[config.mk]
export PLATFORM = sky130hd
export DESIGN_NAME = rf_write_arbiter
export DESIGN_NICKNAME = d
export VERILOG_FILES = /design/src/rtl/rf_write_arbiter.sv
export SDC_FILE = /design/constraint.sdc
export NUM_CORES = 1
export LEC_CHECK = 0
export ABC_AREA = 1
export BUFFER_PORTS_ARGS = -buffer_cell sky130_fd_sc_hd__buf_2
export CORE_MARGIN = 4
export CORE_UTILIZATION = 45
export CTS_BUF_LIST = sky130_fd_sc_hd__clkbuf_4 sky130_fd_sc_hd__clkbuf_8 sky130_fd_sc_hd__clkbuf_16
export CTS_CLUSTER_DIAMETER = 120
export CTS_CLUSTER_SIZE = 25
export DETAILED_ROUTE_END_ITERATION = 8
export PLACE_DENSITY_LB_ADDON = 0.15
export SETUP_SLACK_MARGIN = 0.2
export SLEW_MARGIN = 20
export SYNTH_ARGS = -nofsm -noshare
export SYNTH_HDL_FRONTEND = slang
export SYNTH_SLANG_ARGS = --single-unit
[constraint.sdc]
create_clock -name clk -period 3.8 [get_ports clk]
set_input_delay 0.19 -clock clk [delete_from_list [all_inputs] [get_ports clk]]
set_output_delay 0.19 -clock clk [all_outputs]
set_load 0.03 [all_outputs]
[src/rtl/rf_write_arbiter.sv]
// rf_write_arbiter
//   Round-robin arbiter that shares the single register-file write port among
//   four requesters. Each transaction runs IDLE -> GRANT -> WRITE -> IDLE.
//   The owner's 2-bit register address is decoded to a one-hot select and its
//   data is latched for a one-cycle write strobe.
//
//   Optional feature (macro RF_ARB_LOCK_EN): an owner that keeps req high may
//   issue up to BURST_MAX back-to-back writes (WRITE -> GRANT -> WRITE) before
//   the port is rearbitrated.
//
// Ports
//   clk      system clock, all state on the rising edge
//   rst_n    asynchronous active-low reset
//   req      request per requester (bit i = requester i)
//   addr     packed 2-bit register addresses, addr[2i+1:2i] = requester i
//   wdata    packed write data, wdata[DATA_W*i +: DATA_W] = requester i
//   gnt      one-hot current owner, 0000 when idle
//   gnt_id   binary index of current owner
//   ack      one-cycle one-hot pulse to the owner when its write happens
//   wr_en    register-file write strobe
//   wr_sel   one-hot register select (holds its value outside WRITE)
//   wr_data  register-file write data (holds its value outside WRITE)
//   busy     high whenever the FSM is not IDLE
module rf_write_arbiter #(
  parameter int DATA_W    = 8,
  parameter int BURST_MAX = 4
) (
  input  logic                  clk,
  input  logic                  rst_n,
  input  logic [3:0]            req,
  input  logic [7:0]            addr,
  input  logic [4*DATA_W-1:0]   wdata,
  output logic [3:0]            gnt,
  output logic [1:0]            gnt_id,
  output logic [3:0]            ack,
  output logic                  wr_en,
  output logic [3:0]            wr_sel,
  output logic [DATA_W-1:0]     wr_data,
  output logic                  busy
);

  if (BURST_MAX < 1) begin : g_bad_burst
    $error("BURST_MAX must be at least 1");
  end

  typedef enum logic [1:0] {IDLE, GRANT, WRITE} state_t;

  state_t              state, state_nxt;
  logic [1:0]          ptr, ptr_nxt;
  logic [3:0]          gnt_nxt, ack_nxt, wr_sel_nxt;
  logic [1:0]          gnt_id_nxt;
  logic                wr_en_nxt;
  logic [DATA_W-1:0]   wr_data_nxt;
  logic [1:0]          owner_addr;
  logic [DATA_W-1:0]   owner_data;

`ifdef RF_ARB_LOCK_EN
  localparam int BW = $clog2(BURST_MAX + 1);
  logic [BW-1:0]       burst_cnt, burst_cnt_nxt;
`endif

  // First requester with req high, searching upward from p+1 (mod 4).
  // Iterating k from 4 down to 1 lets the smallest offset win last.
  function automatic logic [1:0] rr_pick(input logic [1:0] p, input logic [3:0] r);
    logic [1:0] idx;
    rr_pick = p;
    for (int k = 4; k >= 1; k--) begin
      idx = p + 2'(k);
      if (r[idx]) rr_pick = idx;
    end
  endfunction

  function automatic logic [3:0] decode(input logic [1:0] a);
    decode = 4'b0001 << a;
  endfunction

  // Owner's address and data slices, selected by the registered owner index.
  always_comb begin
    owner_addr = 2'b00;
    owner_data = '0;
    for (int i = 0; i < 4; i++) begin
      if (gnt_id == 2'(i)) begin
        owner_addr = addr[2*i +: 2];
        owner_data = wdata[DATA_W*i +: DATA_W];
      end
    end
  end

  always_comb begin
    state_nxt   = state;
    ptr_nxt     = ptr;
    gnt_nxt     = gnt;
    gnt_id_nxt  = gnt_id;
    ack_nxt     = 4'b0000;
    wr_en_nxt   = 1'b0;
    wr_sel_nxt  = wr_sel;
    wr_data_nxt = wr_data;
`ifdef RF_ARB_LOCK_EN
    burst_cnt_nxt = burst_cnt;
`endif
    case (state)
      IDLE: begin
        if (|req) begin
          gnt_id_nxt = rr_pick(ptr, req);
          gnt_nxt    = decode(gnt_id_nxt);
          state_nxt  = GRANT;
        end
      end
      GRANT: begin
        if (req[gnt_id]) begin
          wr_sel_nxt  = decode(owner_addr);
          wr_data_nxt = owner_data;
          wr_en_nxt   = 1'b1;
          ack_nxt     = gnt;
          state_nxt   = WRITE;
`ifdef RF_ARB_LOCK_EN
          burst_cnt_nxt = burst_cnt + BW'(1);
`endif
        end else begin
          // Owner withdrew before its write: release without moving the pointer.
          gnt_nxt   = 4'b0000;
          state_nxt = IDLE;
`ifdef RF_ARB_LOCK_EN
          burst_cnt_nxt = '0;
`endif
        end
      end
      WRITE: begin
`ifdef RF_ARB_LOCK_EN
        // burst_cnt already counts the write just performed.
        if (req[gnt_id] && (burst_cnt < BW'(BURST_MAX))) begin
          state_nxt = GRANT;
        end else begin
          ptr_nxt       = gnt_id;
          gnt_nxt       = 4'b0000;
          state_nxt     = IDLE;
          burst_cnt_nxt = '0;
        end
`else
        ptr_nxt   = gnt_id;
        gnt_nxt   = 4'b0000;
        state_nxt = IDLE;
`endif
      end
      default: begin
        gnt_nxt   = 4'b0000;
        state_nxt = IDLE;
      end
    endcase
  end

  always_ff @(posedge clk or negedge rst_n) begin
    if (!rst_n) begin
      state   <= IDLE;
      ptr     <= 2'd3;
      gnt     <= 4'b0000;
      gnt_id  <= 2'b00;
      ack     <= 4'b0000;
      wr_en   <= 1'b0;
      wr_sel  <= 4'b0000;
      wr_data <= '0;
    end else begin
      state   <= state_nxt;
      ptr     <= ptr_nxt;
      gnt     <= gnt_nxt;
      gnt_id  <= gnt_id_nxt;
      ack     <= ack_nxt;
      wr_en   <= wr_en_nxt;
      wr_sel  <= wr_sel_nxt;
      wr_data <= wr_data_nxt;
    end
  end

`ifdef RF_ARB_LOCK_EN
  always_ff @(posedge clk or negedge rst_n) begin
    if (!rst_n) burst_cnt <= '0;
    else        burst_cnt <= burst_cnt_nxt;
  end
`endif

  assign busy = (state != IDLE);

endmodule
# Word-level counts from Yosys, hierarchy flattened
# Index checks and enable logic that the tools add are counted.
[word_totals]
regBits = 27
elab_cells = 59
[op_classes]
addsub = 3
magnitude_cmp = 4
eq_ne = 6
shifts = 2
n_mux = 30
n_reduce_logical = 6
[ops]
columns = ["cell", "n"]
rows = [
  ["two-way mux 8 bit", 4],
  ["two-way mux 2 bit", 11],
  ["< comparator 2 x 3 -> 1 bit (second input constant)", 4],
  ["two-way mux 4 bit", 3],
  ["binary-select mux 1 bit (select 2 bit)", 4],
  ["one-hot mux 4 bit (2 select lines)", 1],
  ["left shift 1 x 2 -> 4 bit (first input constant)", 2],
  ["== test 2 bit (second input constant)", 3],
  ["two-way mux 1 bit", 6],
  ["adder 2 bit (second input constant)", 2],
  ["== test 2 x 1 -> 1 bit (second input constant)", 2],
  ["zero test 2 bit", 2],
  ["one-hot mux 2 bit (2 select lines)", 1],
  ["AND reduction 2 bit", 2],
  ["OR reduction 4 bit", 1],
  ["adder 2 x 1 -> 2 bit (second input constant)", 1],
  ["!= test 2 bit (second input constant)", 1],
  ["nonzero test 2 bit", 1],
]

# Depth between registers and ports, before layout
[depth]
ltp_word = 11
ltp_mapped = 14
mapped_depth_nobuf = 13

# Worst setup path before layout
# Ideal clock, no wire load.
[synth_path]
path_type = "register -> register"
startpoint = "reg gnt_id[1]"
endpoint = "reg wr_sel[3]"
setup_time_ns = 0.123
t_arrival_ns = 1.433
setup_slack_ns = 2.244
stages_incl_launch_ff = 8
period_less_slack_ns = 1.556
path_cell_list = "dfrtp_1 buf_6 nand2_1 o2111ai_2 nand2_4 buf_2 nand2_1 o31ai_2"
[synth_via]
elab_chain_cells = 6
word_cells_on_any_way = 12
[synth_lines]
columns = ["item", "line", "rtl"]
rows = [
  ["start, declared", "34", "output logic [1:0] gnt_id,"],
  ["start signal, assigned", "166", "gnt_id <= gnt_id_nxt;"],
  ["zero test 2 bit", "82", "if (gnt_id == 2'(i)) begin"],
  ["two-way mux 2 bit (4 in series)", "82", ""],
  ["left shift 1 x 2 -> 4 bit", "74", "decode = 4'b0001 << a;"],
  ["end signal, assigned", "169", "wr_sel <= wr_sel_nxt;"],
  ["end, declared", "37", "output logic [3:0] wr_sel,"],
]
# Parallel ways exist; a longest one is shown, timed or not. The select of a mux whose other input is x is not followed.
# A chain may end at the register's enable or synchronous reset.

# Worst setup path in the final report
[layout_path]
startpoint = "reg gnt_id[1]"
endpoint = "reg gnt[1]"
[layout_via]
elab_chain_cells = 4
[layout_lines]
columns = ["item", "line", "rtl"]
rows = [
  ["binary-select mux 1 bit (select 2 bit)", "110", "if (req[gnt_id]) begin"],
  ["two-way mux 1 bit (implied by the code)", "110", ""],
  ["two-way mux 4 bit", "n/a", ""],
  ["one-hot mux 4 bit (2 select lines)", "n/a", ""],
  ["end signal, assigned", "165", "gnt <= gnt_nxt;"],
  ["end, declared", "33", "output logic [3:0] gnt,"],
]
# Every way passes these cells. The select of a mux whose other input is x is not followed.

==> metrics.csv <==
metric,value,unit
peakVddDrop,0.4804,mV
die-area,4388,um2
slowest_stage,nor2_1,
start_util,48.41,%
wl,3.677,mm
required,4080,ps
globalRouteMet1Util,19.66,%
cp_cell_sequence,"nor2_1, nand2_1, o2111ai_2, nand2_4, nor2_2, o21bai_1, nand2_1, nand2_1",
nNetsFinal,322,
drc,0,
clock_sinks,27,
critical_path.max_fanout,27,
via_count,1514,
post_route_cells_drive_above_1_share,31.64,%
cts_made_buffers,3,
netlist_instances,207,
place_congestion,0.7708,
maxCapViolCount,0,
tightest_slew,682.2,ps
worstHoldPathCells,3,
final_common_cell,nand2_1,
fp-row-count,20,
grt_use_total,18.09,%
clk_pin_slew,140,ps
io_pins,70,
cts_tree,done,
relSlewSlack,54.36,%
diodes,0,
post-dp-hpwl,2.988,mm
setup_viol,0,
portBuffers,69,
postCtsSetupBuffers,0,
die_h,66.24,um
die_w,66.24,um
grt_setup_unrepaired,no,
core_area,3153,um2
grt_pass1_wl,6.161,mm
rrSetupSlack,1750,ps
vias_per_cell,4.746,
holdCritStartpoint,wdata[28],
ys_seq_area_share,44.43,%
r2r-end,gnt[1],
grt_pass1_vias,1476,
syn_avg_cell_area,7.374,um2
arrival,2330,ps
leakage,1.133,nW
cpMostUsedCell,nand2_1,
fin_tns_setup,0,ps
grt_max_degree,28,
worstReg2RegStart,gnt_id[1],
reg2regPathDepth,8,
synth-seq-cells,27,
synthDistinctLibCells,25,
grtUsageMet2,34.57,%
critPathCaptureType,register,
nFillCells,322,
fin_skew,9.596,ps
critPathLaunchType,register,
status,finished clean,
antenna_found_initial,0,
fin_crit_sh,54.00,%
dr.pass1.iters,4,
clk_latency,330,ps
path_class,register to register,
slowest_delay,580,ps
clockBufferDepth,2,
grt_busiest_layer,met2,
netlist_area,1526,um2
power.total,1.615,mW
wl_per_cell,11.53,um
postRouteAntennaNets,0,
drv_slew,0,
synthToLayoutAreaGrowth,24.92,%
drt_iter0_drc,83,
cts_max_level,1,
min_path_type,primary input to register,
hold_viol,0,
layout_common_cells,"nand2_1, buf_2, dfrtp_1",
final_core_util,60.48,%
max_freq,487.3,MHz
root_buffer,clkbuf_4,
syn-num-nets,253,
period_minus_slack,2052,ps
multiInputGateArea,708.2,um2
powerDensity,846.8,nW/um2
min_to,wr_data[4],
yosysWarnings,0,
grt_overflow,0,
use_met3,5.272,%
regArea,678.2,um2
==> area by class of cell <==
cell class              count  share of cell area [%]
repair buffers             70                   18.64
inverters                  22                   4.331
clock buffers               3                   1.181
well taps                  44                   2.887
multi-input cells         152                   37.14
clock inverters             1                  0.2625
flip-flops and latches     27                   35.56
==> timing repair <==
action	4_1_cts	5_1_grt
gates resized for setup	0	0
endpoints found under the setup margin	0	0
hold endpoints to repair	25	0
hold buffers	1	0
==> layer usage <==
layer	share of wire [%]	wire length [um]
met1	40	1464
met2	53	1935
met3	6.7	248
met4	0.73	27
met5	0	0
==> cells by family (layout without fill, tap and decap cells) <==
family          Yosys count  after routing  synth area share [%]
simple gates            120            120                 33.36
compound gates           32             32                 13.03
buf+inv                  28             96                 9.179
flops                    27             27                 44.43
==> critical path: cells and delay by family, from the launching register on <==
kind / cells / cell delay [ps]
AO/OA/AOI/OAI: 2 / 270
flip-flops: 1 / 520
AND/OR/NAND/NOR: 6 / 1220
==> flip-flops by register name, indices dropped and copies added (netlist names) <==
signal   flops
ptr          2
gnt_id       2
state        2
wr_data      8
wr_sel       4
ack          4
wr_en        1
gnt          4
==> report_power, final <==
group          leakage (nW)  switching [mW]  internal (mW)
sequential            0.347          0.0846          0.404
clock                0.0177          0.0822         0.0395
combinational         0.768           0.693          0.311
==> worst max-delay path by stage <==
stage / endpoint / depth (start not counted) / slack, ps / start
floorplan: wr_sel[3] / 7 / 2240 / gnt_id[1]
global placement: gnt[3] / 8 / 1860 / gnt_id[1]
detailed placement: gnt[1] / 8 / 1720 / gnt_id[1]
CTS: gnt[1] / 8 / 1700 / gnt_id[1]
global route: gnt[1] / 8 / 1510 / gnt_id[1]
finish: gnt[1] / 8 / 1750 / gnt_id[1]
==> stage by stage <==
stage	hold WS, ps	std cells	area, um2	worst slack, ps
5_1_grt	128.7	319	1907	1511
6_report	140.4	319	1907	1748
2_1_floorplan	-105.6	207	1526	2244
4_1_cts	125.2	319	1907	1705
3_5_place_dp	222.4	314	1869	1722
3_3_place_gp	218.8	314	1869	1857
==> synthesized netlist by cell type <==
cell	instances	area (um2)
o21ai_0	4	20.02
o21ai_1	9	45.04
dfstp_2	2	52.55
nand2_1	88	330.3
o2111ai_2	1	15.01
buf_4	1	7.510
nand2_4	1	11.26
nor2_1	7	26.28
o21a_1	1	7.510
nor2_8	1	20.02
dfrtp_1	25	625.6
inv_1	17	63.81
clkinv_1	1	3.750
a22o_1	3	26.28
o31ai_2	1	12.51
a21oi_1	10	50.05
o31ai_1	1	7.510
nor2_2	2	12.51
buf_6	4	45.04
nand2_2	2	12.51
nor4_1	1	6.260
inv_2	4	15.01
buf_2	1	5.000
nand3_1	18	90.09
o21bai_1	2	15.01
No activity file was read; power rests on OpenSTA's default activity.
